`src/rtl/floating_point_divider_seq_if.sv`:
```
`default_nettype none
// ============================================================================
//  Module      : floating_point_divider_seq_if
//  Description : Operand/result handshake bundle for the iterative FP32
//                divider. Optional flags field exists only when
//                FP_DIV_FLAGS_EN is defined.
//  Revision    : 1.0 - initial release
// ============================================================================
interface floating_point_divider_seq_if;
    logic        in_valid;
    logic        in_ready;
    logic [31:0] a;
    logic [31:0] b;
    logic        out_valid;
    logic        out_ready;
    logic [31:0] res;
`ifdef FP_DIV_FLAGS_EN
    logic [3:0]  flags;

    modport master (
        output in_valid, a, b, out_ready,
        input  in_ready, out_valid, res, flags
    );
    modport slave (
        input  in_valid, a, b, out_ready,
        output in_ready, out_valid, res, flags
    );
`else
    modport master (
        output in_valid, a, b, out_ready,
        input  in_ready, out_valid, res
    );
    modport slave (
        input  in_valid, a, b, out_ready,
        output in_ready, out_valid, res
    );
`endif
endinterface
`default_nettype wire

```
`src/rtl/floating_point_divider_seq.sv`:
```
`default_nettype none
// ============================================================================
//  Module      : floating_point_divider_seq
//  Description : Iterative IEEE-754 single-precision divider (res = a / b).
//                Restoring long division producing QBITS quotient bits per
//                clock (26/QBITS DIV cycles), one NORM/round cycle, then the
//                result is held until the consumer accepts it.
//                Optional feature macro: FP_DIV_FLAGS_EN adds a 4-bit flags
//                output {exception, div_by_zero, overflow, underflow}.
//  Revision    : 1.0 - initial release
// ============================================================================
module floating_point_divider_seq #(
    parameter int QBITS = 1            // legal values: 1, 2, 13
) (
    input  wire logic                   clk,
    input  wire logic                   rst_n,
    floating_point_divider_seq_if.slave bus
);

    localparam int         C_N    = 26 / QBITS;
    localparam logic [4:0] C_LAST = 5'(C_N - 1);

    localparam logic [1:0] C_S_IDLE = 2'd0;
    localparam logic [1:0] C_S_DIV  = 2'd1;
    localparam logic [1:0] C_S_NORM = 2'd2;
    localparam logic [1:0] C_S_DONE = 2'd3;

    logic [1:0]  state_q, state_d;
    logic [25:0] rem_q;
    logic [25:0] quot_q;
    logic [23:0] opb_q;
    logic [4:0]  cnt_q;
    logic        sign_q;
    logic [9:0]  exp_q;
    logic [31:0] res_q;

    // Operand decode used at the accept edge
    logic [7:0]  w_ea, w_eb;
    logic        w_accept, w_sign, w_exc, w_a_zero, w_b_zero, w_special;
    logic [31:0] w_special_res;

    assign w_ea      = bus.a[30:23];
    assign w_eb      = bus.b[30:23];
    assign w_accept  = bus.in_valid & (state_q == C_S_IDLE);
    assign w_sign    = bus.a[31] ^ bus.b[31];
    assign w_exc     = (w_ea == 8'hFF) | (w_eb == 8'hFF);
    // Denormals are flushed, so any zero exponent counts as a zero operand.
    assign w_a_zero  = (w_ea == 8'd0);
    assign w_b_zero  = (w_eb == 8'd0);
    assign w_special = w_exc | w_a_zero | w_b_zero;

    // Special-case result in priority order: exception, divide by zero, zero dividend
    always_comb begin
        if (w_exc)
            w_special_res = 32'h0000_0000;
        else if (w_b_zero)
            w_special_res = {w_sign, 8'hFF, 23'd0};
        else
            w_special_res = {w_sign, 31'd0};
    end

    // QBITS restoring-division steps unrolled into one cycle
    logic [25:0] w_rem_step, w_quot_step;
    always_comb begin
        w_rem_step  = rem_q;
        w_quot_step = quot_q;
        for (int k = 0; k < QBITS; k++) begin
            if (w_rem_step >= {2'b00, opb_q}) begin
                w_quot_step = {w_quot_step[24:0], 1'b1};
                w_rem_step  = w_rem_step - {2'b00, opb_q};
            end else begin
                w_quot_step = {w_quot_step[24:0], 1'b0};
            end
            w_rem_step = {w_rem_step[24:0], 1'b0};
        end
    end

    // Normalise, round (up iff guard & sticky) and range-check the quotient
    logic        w_q25, w_guard, w_sticky, w_carry, w_ovf, w_unf;
    logic [22:0] w_mant_raw, w_mant;
    logic [23:0] w_mant_sum;
    logic [9:0]  w_exp_n;
    logic [31:0] w_norm_res;
    always_comb begin
        w_q25      = quot_q[25];
        w_mant_raw = w_q25 ? quot_q[24:2] : quot_q[23:1];
        w_guard    = w_q25 ? quot_q[1] : quot_q[0];
        w_sticky   = (w_q25 & quot_q[0]) | (rem_q != 26'd0);
        w_mant_sum = {1'b0, w_mant_raw} + {23'd0, w_guard & w_sticky};
        w_carry    = w_mant_sum[23];
        w_mant     = w_carry ? 23'd0 : w_mant_sum[22:0];
        w_exp_n    = exp_q - {9'd0, ~w_q25} + {9'd0, w_carry};
        // exp is 10-bit two's complement: bit 9 set means negative
        w_ovf      = ~w_exp_n[9] & (w_exp_n >= 10'd255);
        w_unf      = w_exp_n[9] | (w_exp_n == 10'd0);
        if (w_ovf)
            w_norm_res = {sign_q, 8'hFF, 23'd0};
        else if (w_unf)
            w_norm_res = {sign_q, 31'd0};
        else
            w_norm_res = {sign_q, w_exp_n[7:0], w_mant};
    end

    // State register
    always_ff @(posedge clk or negedge rst_n) begin
        if (!rst_n)
            state_q <= C_S_IDLE;
        else
            state_q <= state_d;
    end

    // Next-state logic
    always_comb begin
        state_d = state_q;
        case (state_q)
            C_S_IDLE: if (w_accept) state_d = w_special ? C_S_DONE : C_S_DIV;
            C_S_DIV:  if (cnt_q == C_LAST) state_d = C_S_NORM;
            C_S_NORM: state_d = C_S_DONE;
            C_S_DONE: if (bus.out_ready) state_d = C_S_IDLE;
            default:  state_d = C_S_IDLE;
        endcase
    end

    // Handshake outputs decoded from state
    always_comb begin
        bus.in_ready  = (state_q == C_S_IDLE);
        bus.out_valid = (state_q == C_S_DONE);
    end

    assign bus.res = res_q;

    // Datapath: capture on accept, iterate in DIV, round in NORM
    always_ff @(posedge clk or negedge rst_n) begin
        if (!rst_n) begin
            rem_q  <= 26'd0;
            quot_q <= 26'd0;
            opb_q  <= 24'd0;
            cnt_q  <= 5'd0;
            sign_q <= 1'b0;
            exp_q  <= 10'd0;
            res_q  <= 32'd0;
        end else begin
            case (state_q)
                C_S_IDLE: begin
                    if (w_accept) begin
                        sign_q <= w_sign;
                        opb_q  <= {1'b1, bus.b[22:0]};
                        rem_q  <= {2'b01, bus.a[22:0]};
                        quot_q <= 26'd0;
                        cnt_q  <= 5'd0;
                        exp_q  <= {2'b00, w_ea} - {2'b00, w_eb} + 10'd127;
                        if (w_special)
                            res_q <= w_special_res;
                    end
                end
                C_S_DIV: begin
                    rem_q  <= w_rem_step;
                    quot_q <= w_quot_step;
                    cnt_q  <= cnt_q + 5'd1;
                end
                C_S_NORM: res_q <= w_norm_res;
                default: ;
            endcase
        end
    end

`ifdef FP_DIV_FLAGS_EN
    logic [3:0] flags_q;
    logic       w_denorm;
    assign w_denorm = ((w_ea == 8'd0) & (bus.a[22:0] != 23'd0)) |
                      ((w_eb == 8'd0) & (bus.b[22:0] != 23'd0));

    // Status flags follow res: set at accept for special cases, in NORM otherwise
    always_ff @(posedge clk or negedge rst_n) begin
        if (!rst_n) begin
            flags_q <= 4'd0;
        end else if (w_accept && w_special) begin
            if (w_exc)
                flags_q <= 4'b1000;
            else
                flags_q <= {1'b0, w_b_zero & ~w_a_zero, 1'b0, w_denorm};
        end else if (state_q == C_S_NORM) begin
            flags_q <= {2'b00, w_ovf, w_unf};
        end
    end

    assign bus.flags = flags_q;
`endif

endmodule
`default_nettype wire

```
`src/flat_wrapper.sv`:
```
// flat-port wrapper written by rule: the top's interface ports become plain ports
module floating_point_divider_seq_flat 
#(
    parameter int QBITS = 1                                     
)
  (clk, rst_n, bus_in_valid, bus_a, bus_b, bus_out_ready, bus_in_ready, bus_out_valid, bus_res);
  floating_point_divider_seq_if bus_i ();
  input  wire logic clk;
  input  wire logic rst_n;
  input wire logic [$bits(bus_i.in_valid)-1:0] bus_in_valid;
  input wire logic [$bits(bus_i.a)-1:0] bus_a;
  input wire logic [$bits(bus_i.b)-1:0] bus_b;
  input wire logic [$bits(bus_i.out_ready)-1:0] bus_out_ready;
  output wire logic [$bits(bus_i.in_ready)-1:0] bus_in_ready;
  output wire logic [$bits(bus_i.out_valid)-1:0] bus_out_valid;
  output wire logic [$bits(bus_i.res)-1:0] bus_res;
  assign bus_i.in_valid = bus_in_valid;
  assign bus_i.a = bus_a;
  assign bus_i.b = bus_b;
  assign bus_i.out_ready = bus_out_ready;
  assign bus_in_ready = bus_i.in_ready;
  assign bus_out_valid = bus_i.out_valid;
  assign bus_res = bus_i.res;
  floating_point_divider_seq #(.QBITS(QBITS)) u_core (.clk(clk), .rst_n(rst_n), .bus(bus_i));
endmodule
```
`config.mk`:
```
export PLATFORM = sky130hd
export DESIGN_NAME = floating_point_divider_seq_flat
export DESIGN_NICKNAME = d
export VERILOG_FILES = /design/src/rtl/floating_point_divider_seq_if.sv /design/src/rtl/floating_point_divider_seq.sv /design/src/flat_wrapper.sv
export SDC_FILE = /design/constraint.sdc
export NUM_CORES = 1
export LEC_CHECK = 0
export CAP_MARGIN = 5
export CORE_ASPECT_RATIO = 1.75
export CORE_MARGIN = 2
export CORE_UTILIZATION = 55
export DETAILED_ROUTE_END_ITERATION = 12
export PLACE_DENSITY = 0.78
export SLEW_MARGIN = 20
export SYNTH_ARGS = -nofsm -noshare
export SYNTH_HDL_FRONTEND = slang
export SYNTH_SLANG_ARGS = --single-unit
```
`constraint.sdc`:
```
create_clock -name clk -period 10.7 [get_ports clk]
set_clock_uncertainty 0.1 [all_clocks]
set_input_delay 3.21 -clock clk [delete_from_list [all_inputs] [get_ports clk]]
set_output_delay 3.21 -clock clk [all_outputs]
set_load 0.005 [all_outputs]
```
After elaboration in Yosys (flattened, before gate mapping)
Cells that the tools add are included.
{"block": "totals", "latch_bits": 0, "wordCells": 73, "romBits": 0, "n_memories": 0, "inputBits": 68, "ramBits": 0, "regBits": 126}
{"block": "op_classes", "div_mod_pow": 0, "shifts": 0, "mux": 23, "eq_ne": 10, "bitwise": 12, "order_cmp": 2, "addsub": 7, "reduce_logical": 11, "mul": 0}
{"cell": "case mux 26 bit (2 select lines)", "count": 2}
{"cell": "two-way mux 32 bit", "count": 3}
{"cell": "two-way mux 31 bit", "count": 3}
{"cell": "case mux 32 bit (2 select lines)", "count": 1}
{"cell": "two-way mux 26 bit", "count": 2}
{"cell": "two-way mux 23 bit", "count": 2}
{"cell": ">= comparator 26 x 24 -> 1 bit", "count": 1}
{"cell": "nonzero test 26 bit", "count": 1}
{"cell": "two-way mux 25 bit", "count": 1}
{"cell": "subtractor 25 x 24 -> 25 bit", "count": 1}
{"cell": "adder 23 x 1 -> 24 bit", "count": 1}
{"cell": "equality test 8 bit (second input constant)", "count": 2}
{"cell": "logical NOT 8 bit", "count": 2}
{"cell": "adder 10 x 1 -> 10 bit", "count": 1}
{"cell": "adder 10 x 7 -> 10 bit (second input constant)", "count": 1}
{"cell": ">= comparator 10 x 8 -> 1 bit (second input constant)", "count": 1}
{"cell": "logical NOT 10 bit", "count": 1}
{"cell": "case mux 5 bit (2 select lines)", "count": 1}
{"cell": "subtractor 10 x 1 -> 10 bit", "count": 1}
{"cell": "subtractor 8 x 8 -> 9 bit", "count": 1}
{"cell": "two-way mux 2 bit", "count": 4}
{"cell": "case mux 2 bit (4 select lines)", "count": 1}
{"cell": "inequality test 2 x 1 -> 1 bit (second input constant)", "count": 3}
{"cell": "AND reduction 3 bit", "count": 2}
{"cell": "14 further kinds", "count": 26}

Logic depth before layout (Yosys ltp)
{"block": "logic_depth", "depth_word": 10, "depth_mapped": 27}

Worst setup path after synthesis
No wires, ideal clock.
{"block": "synth_path", "path_type": "in2reg", "start": "in bus_a[23]", "end": "reg u_core.exp_q[7]", "cell_stages": 11, "slack_ps": 5269, "path_buffers": 0, "arrival_time_ps": 5197, "setup_ps": 135, "t_required_ps": 10465, "cell_sequence": "inv_1 > ha_1 > inv_1 > fa_1 > a21o_1 > a21oi_1 > xnor2_1 > or3_1 > nor3_1 > xor2_1 > o21ai_0"}
{"block": "synth_between", "elab_chain_cells": 2}
{"element": "from (decl)", "line": "flat_wrapper.sv:11", "source": "input wire logic [$bits(bus_i.a)-1:0] bus_a;"}
{"element": "subtractor 8 x 8 -> 9 bit", "line": "floating_point_divider_seq.sv:151", "source": "exp_q <= {2'b00, w_ea} - {2'b00, w_eb} + 10'd127;"}
{"element": "adder 10 x 7 -> 10 bit", "line": "floating_point_divider_seq.sv:151"}
{"element": "to (signal assigned)", "line": "floating_point_divider_seq.sv:151"}
{"element": "to (decl)", "line": "floating_point_divider_seq.sv:34", "source": "logic [9:0] exp_q;"}
Every way passes these cells.
A chain may end at the register's enable or synchronous reset.

Final worst setup path
{"block": "layout_path", "start": "reg u_core.quot_q[25]", "end": "reg u_core.res_q[20] (netlist: u_core.bus.res[20])"}
{"block": "layout_between", "elab_chain_cells": 10, "word_cells_on_any_way": 18, "classes_between": "add/sub (3); order compare (1); mux (6); bitwise (7); reduce/logical (1)"}
{"element": "from (decl)", "line": "floating_point_divider_seq.sv:30", "source": "logic [25:0] quot_q;"}
{"element": "from (signal assigned)", "line": "floating_point_divider_seq.sv:158", "source": "quot_q <= w_quot_step;"}
{"element": "parallel branches: the longest is 8 deep, another holds adder 23 x 1 -> 24 bit"}
{"element": "two-way mux 31 bit (*)", "line": "floating_point_divider_seq.sv:96", "source": "if (w_ovf)"}
{"element": "case mux 32 bit (2 select lines) (*)", "line": "floating_point_divider_seq.sv:143", "source": "case (state_q)"}
{"element": "to (signal assigned)", "line": "floating_point_divider_seq.sv:153", "source": "res_q <= w_special_res;"}
{"element": "to (signal assigned)", "line": "floating_point_divider_seq.sv:161", "source": "C_S_NORM: res_q <= w_norm_res;"}
{"element": "to (decl)", "line": "floating_point_divider_seq.sv:35", "source": "logic [31:0] res_q;"}
Mark *: on every way between the ends.

==> impl_metrics.py <==
metrics = {
    "status": {
        "status": "finished clean",
    },
    "sta": {
        "max_freq_mhz": 155,
        "post-route-period-util_pct": 60.1,
        "tns_ns": 0,
        "relSlewSlack_pct": 30.6,
        "tightest_slew_ns": 1.04,
        "hold_violations": 0,
        "setup_viol": 0,
        "slew_viol_final": 0,
        "rsz0062_at_grt": "no",
        "fin_crit_ns": 6.44,
    },
    "grt": {
        "grt_pass1_vias": 7581,
        "grt_pass1_wl_mm": 35.9,
        "grt_max_degree": 70,
        "antenna_found_initial": 1,
        "grt_use_total_pct": 26.6,
        "gr-total-overflow": 0,
    },
    "clock_tree": {
        "hold_buffers": 0,
        "cts.sinks": 126,
        "cts_tree": "yes",
        "ctsResizeCount": 0,
        "cts_root_buf": "clkbuf_16",
        "postCtsSetupRepairBufs": 0,
        "cts_buffer_depth": 2,
        "cts.clk_slew.worst_paths_ns": 0.06,
        "clkLatencyLatePin_ns": 0.43,
        "cts_made_buffers": 17,
        "htree_levels": 4,
    },
    "route": {
        "drtIter0Drc": 375,
        "routed_wl_mm": 22.2,
        "detail-route-antenna-nets": 0,
        "dr.pass1.iters": 5,
        "via_per_inst": 6.11,
        "drcViolationCount": 0,
        "num_vias": 7641,
        "wire_per_inst_um": 17.7,
    },
    "synthesis": {
        "synthArstFlopShare_pct": 100,
        "synth_edf_count": 0,
        "avgSynthCellArea_um2": 9.02,
        "synthCells": 970,
        "synth_cell_type_count": 79,
        "yosys_warnings": 0,
        "ys_ff_latch": 126,
        "mappedNetlistNets": 1092,
        "synth_area_um2": 8750,
        "seq_area_frac_synth_pct": 36.1,
        "synthFlopType": "dfrtp_1",
    },
    "setup_path": {
        "crit_arrival_ns": 6.69,
        "critPathSlowestCell": "nor4b_4",
        "crit_chain": "buf_4 > a211oi_1 > nand4_1 > nor2_1 > nor2_1 > ha_1 > nand3_2 > a2111oi_4 > and3_1 > nor3b_4 > nand4_2 > nor2_4 > ha_1 > inv_1 > fa_1 > nor2b_1 > o21a_1 > o31ai_1 > a211oi_2 > nor3_1 > a41oi_2 > nor4b_4 > a32o_1",
        "path_class": "register to register",
        "start_kind": "register",
        "end_kind": "register",
        "cp_slowest_stage_delay_ns": 0.89,
        "reg2regPathDepth": 23,
        "path_max_fanout": 32,
        "required_ns": 10.95,
    },
    "floorplan": {
        "fp.dieH_um": 171,
        "coreArea_um2": 15700,
        "rows": 61,
        "die_x_um": 99.3,
        "dieArea_um2": 17000,
        "initial_utilization_pct": 55.6,
        "io_pins": 102,
    },
    "final_layout": {
        "area_growth_pct": 19.5,
        "regArea_um2": 3150,
        "utilization_pct": 66.5,
        "final_layout_size_suffix_gt1_share_pct": 8.49,
        "multi_input_area_um2": 5160,
        "num-fill-cells": 1285,
        "layout.nets": 1169,
    },
    "worst_hold_path": {
        "min_path_cells": 2,
        "hold_class": "register to register",
    },
    "power": {
        "peakVddDrop_mv": 0.183,
        "power_density_nw_per_um2": 303,
        "power_leakage_nw": 4.56,
    },
    "placement": {
        "port_buffers": 101,
        "gp_congestion": 0.959,
        "hpwl_mm": 16.3,
    },
    "job": {
        "cap_viol_max_count": 0,
    },
}
-- logic make-up after synthesis --
| kind of cell | count (synthesis) | share of synthesized area, % |
|---|---|---|
| DFF | 126 | 36.1 |
| buffers and inverters | 112 | 5.25 |
| adders and majority gates | 54 | 7.98 |
| muxes | 41 | 5.06 |
| AOI/OAI and AO/OA | 275 | 21.1 |
| xor gates and xnor gates | 80 | 8.01 |
| and+or+nand+nor | 282 | 16.5 |
-- worst max-delay path, delay by kind of cell (launching register included) --
kind | cells | cell delay, ns
buffers and inverters | 2 | 0.46
AND/OR/NAND/NOR | 11 | 2.64
adder cells (fa/ha/maj) | 3 | 0.85
AO/OA/AOI/OAI | 7 | 1.71
flip-flops | 1 | 0.60
-- report_power, final --
| group | leakage (nW) | internal (mW) | switching (mW) |
|---|---|---|---|
| logic | 2.67 | 0.756 | 1.08 |
| registers | 1.61 | 0.620 | 0.124 |
| clock network | 0.281 | 0.353 | 0.239 |
-- layout by cell type (no fill, tap or decap), drive strengths merged, types with 19 or more instances in the layout --
cell type / synthesis / routed
inv: 60 / 64
xor2: 38 / 38
nor3: 19 / 19
xnor2: 42 / 42
o21ai: 61 / 61
clkdlybuf4s50: 0 / 100
dfrtp: 126 / 126
a22o: 41 / 41
mux2: 26 / 26
ha: 51 / 51
a21oi: 81 / 81
nand3: 32 / 32
nor2: 45 / 45
nand2: 93 / 93
-- per-stage QoR --
stage               worst slack (ns)  hold WS [ns]  instances  cell area (um2)  total power, mW
floorplan                       5.27         0.318        970             8750             2.08
global placement                4.41         0.328       1217             9840             2.51
detailed placement              4.39         0.359       1217             9840             2.55
CTS                             4.33         0.373       1249            10400             3.15
global route                    3.78         0.404       1250            10400             3.39
finish                          4.26         0.376       1250            10400             3.17
-- synthesized netlist by cell type, drive strengths merged, types with 3 or more instances --
library cell	count	share of area [%]
a211oi	8	0.74
a21boi	5	0.43
a21o	12	1.0
a21oi	81	4.7
a22o	41	4.1
a31oi	4	0.29
and2	8	0.57
and3	18	1.3
and4	4	0.40
buf	17	1.2
clkbuf	34	1.5
dfrtp	126	36
fa	3	0.69
ha	51	7.3
inv	60	2.6
mux2	26	3.3
mux2i	15	1.7
nand2	93	4.0
nand2b	9	0.64
nand3	32	1.9
nand4	14	1.1
nor2	45	2.0
nor2b	10	0.72
nor3	19	1.1
nor4	11	0.86
o211ai	8	0.69
o21a	7	0.60
o21ai	61	3.5
o21bai	5	0.43
o22ai	4	0.29
o311ai	4	0.40
o31ai	10	0.86
or2	5	0.36
or3	4	0.29
xnor2	42	4.2
xor2	38	3.8
-- state kept, by name, summed over array words and instances (netlist names) --
signal,flops
u_core.bus.res,32
u_core.cnt_q,5
u_core.exp_q,10
u_core.opb_q,24
u_core.quot_q,26
u_core.rem_q,26
u_core.sign_q,1
u_core.state_q,2
-- layer usage --
metal | GRT usage, % | vias to the layer above | part of all wire [%]
met1 | 27.8 | 3689 | 36
met5 | 0 | - | 0
met4 | 13.5 | 0 | 4.6
met2 | 50.8 | 217 | 55
li1 | - | 3649 | -
met3 | 3.84 | 86 | 3.8
-- cell type report --
class	instances	share of cell area [%]
flip-flops and latches	126	30.2
repair buffers	109	10.2
well taps	189	2.26
inverters	61	2.19
clock buffers	18	4.20
clock inverters	14	1.52
diodes	1	0.0239
multi-input cells	732	49.4
-- path summary, 6_finish.rpt --
check | to | startpoint | slack [ns]
max | u_core.bus.res[20] | u_core.quot_q[25] | 4.26
min | u_core.opb_q[23] | u_core.opb_q[23] | 0.38
max reg2reg | u_core.bus.res[20] | u_core.quot_q[25] | 4.26
min reg2reg | u_core.opb_q[23] | u_core.opb_q[23] | 0.38
max in group asynchronous | u_core.quot_q[1] | rst_n | 6.42
min in group asynchronous | u_core.opb_q[19] | rst_n | 2.74
Power figures use the tool's default switching activity.
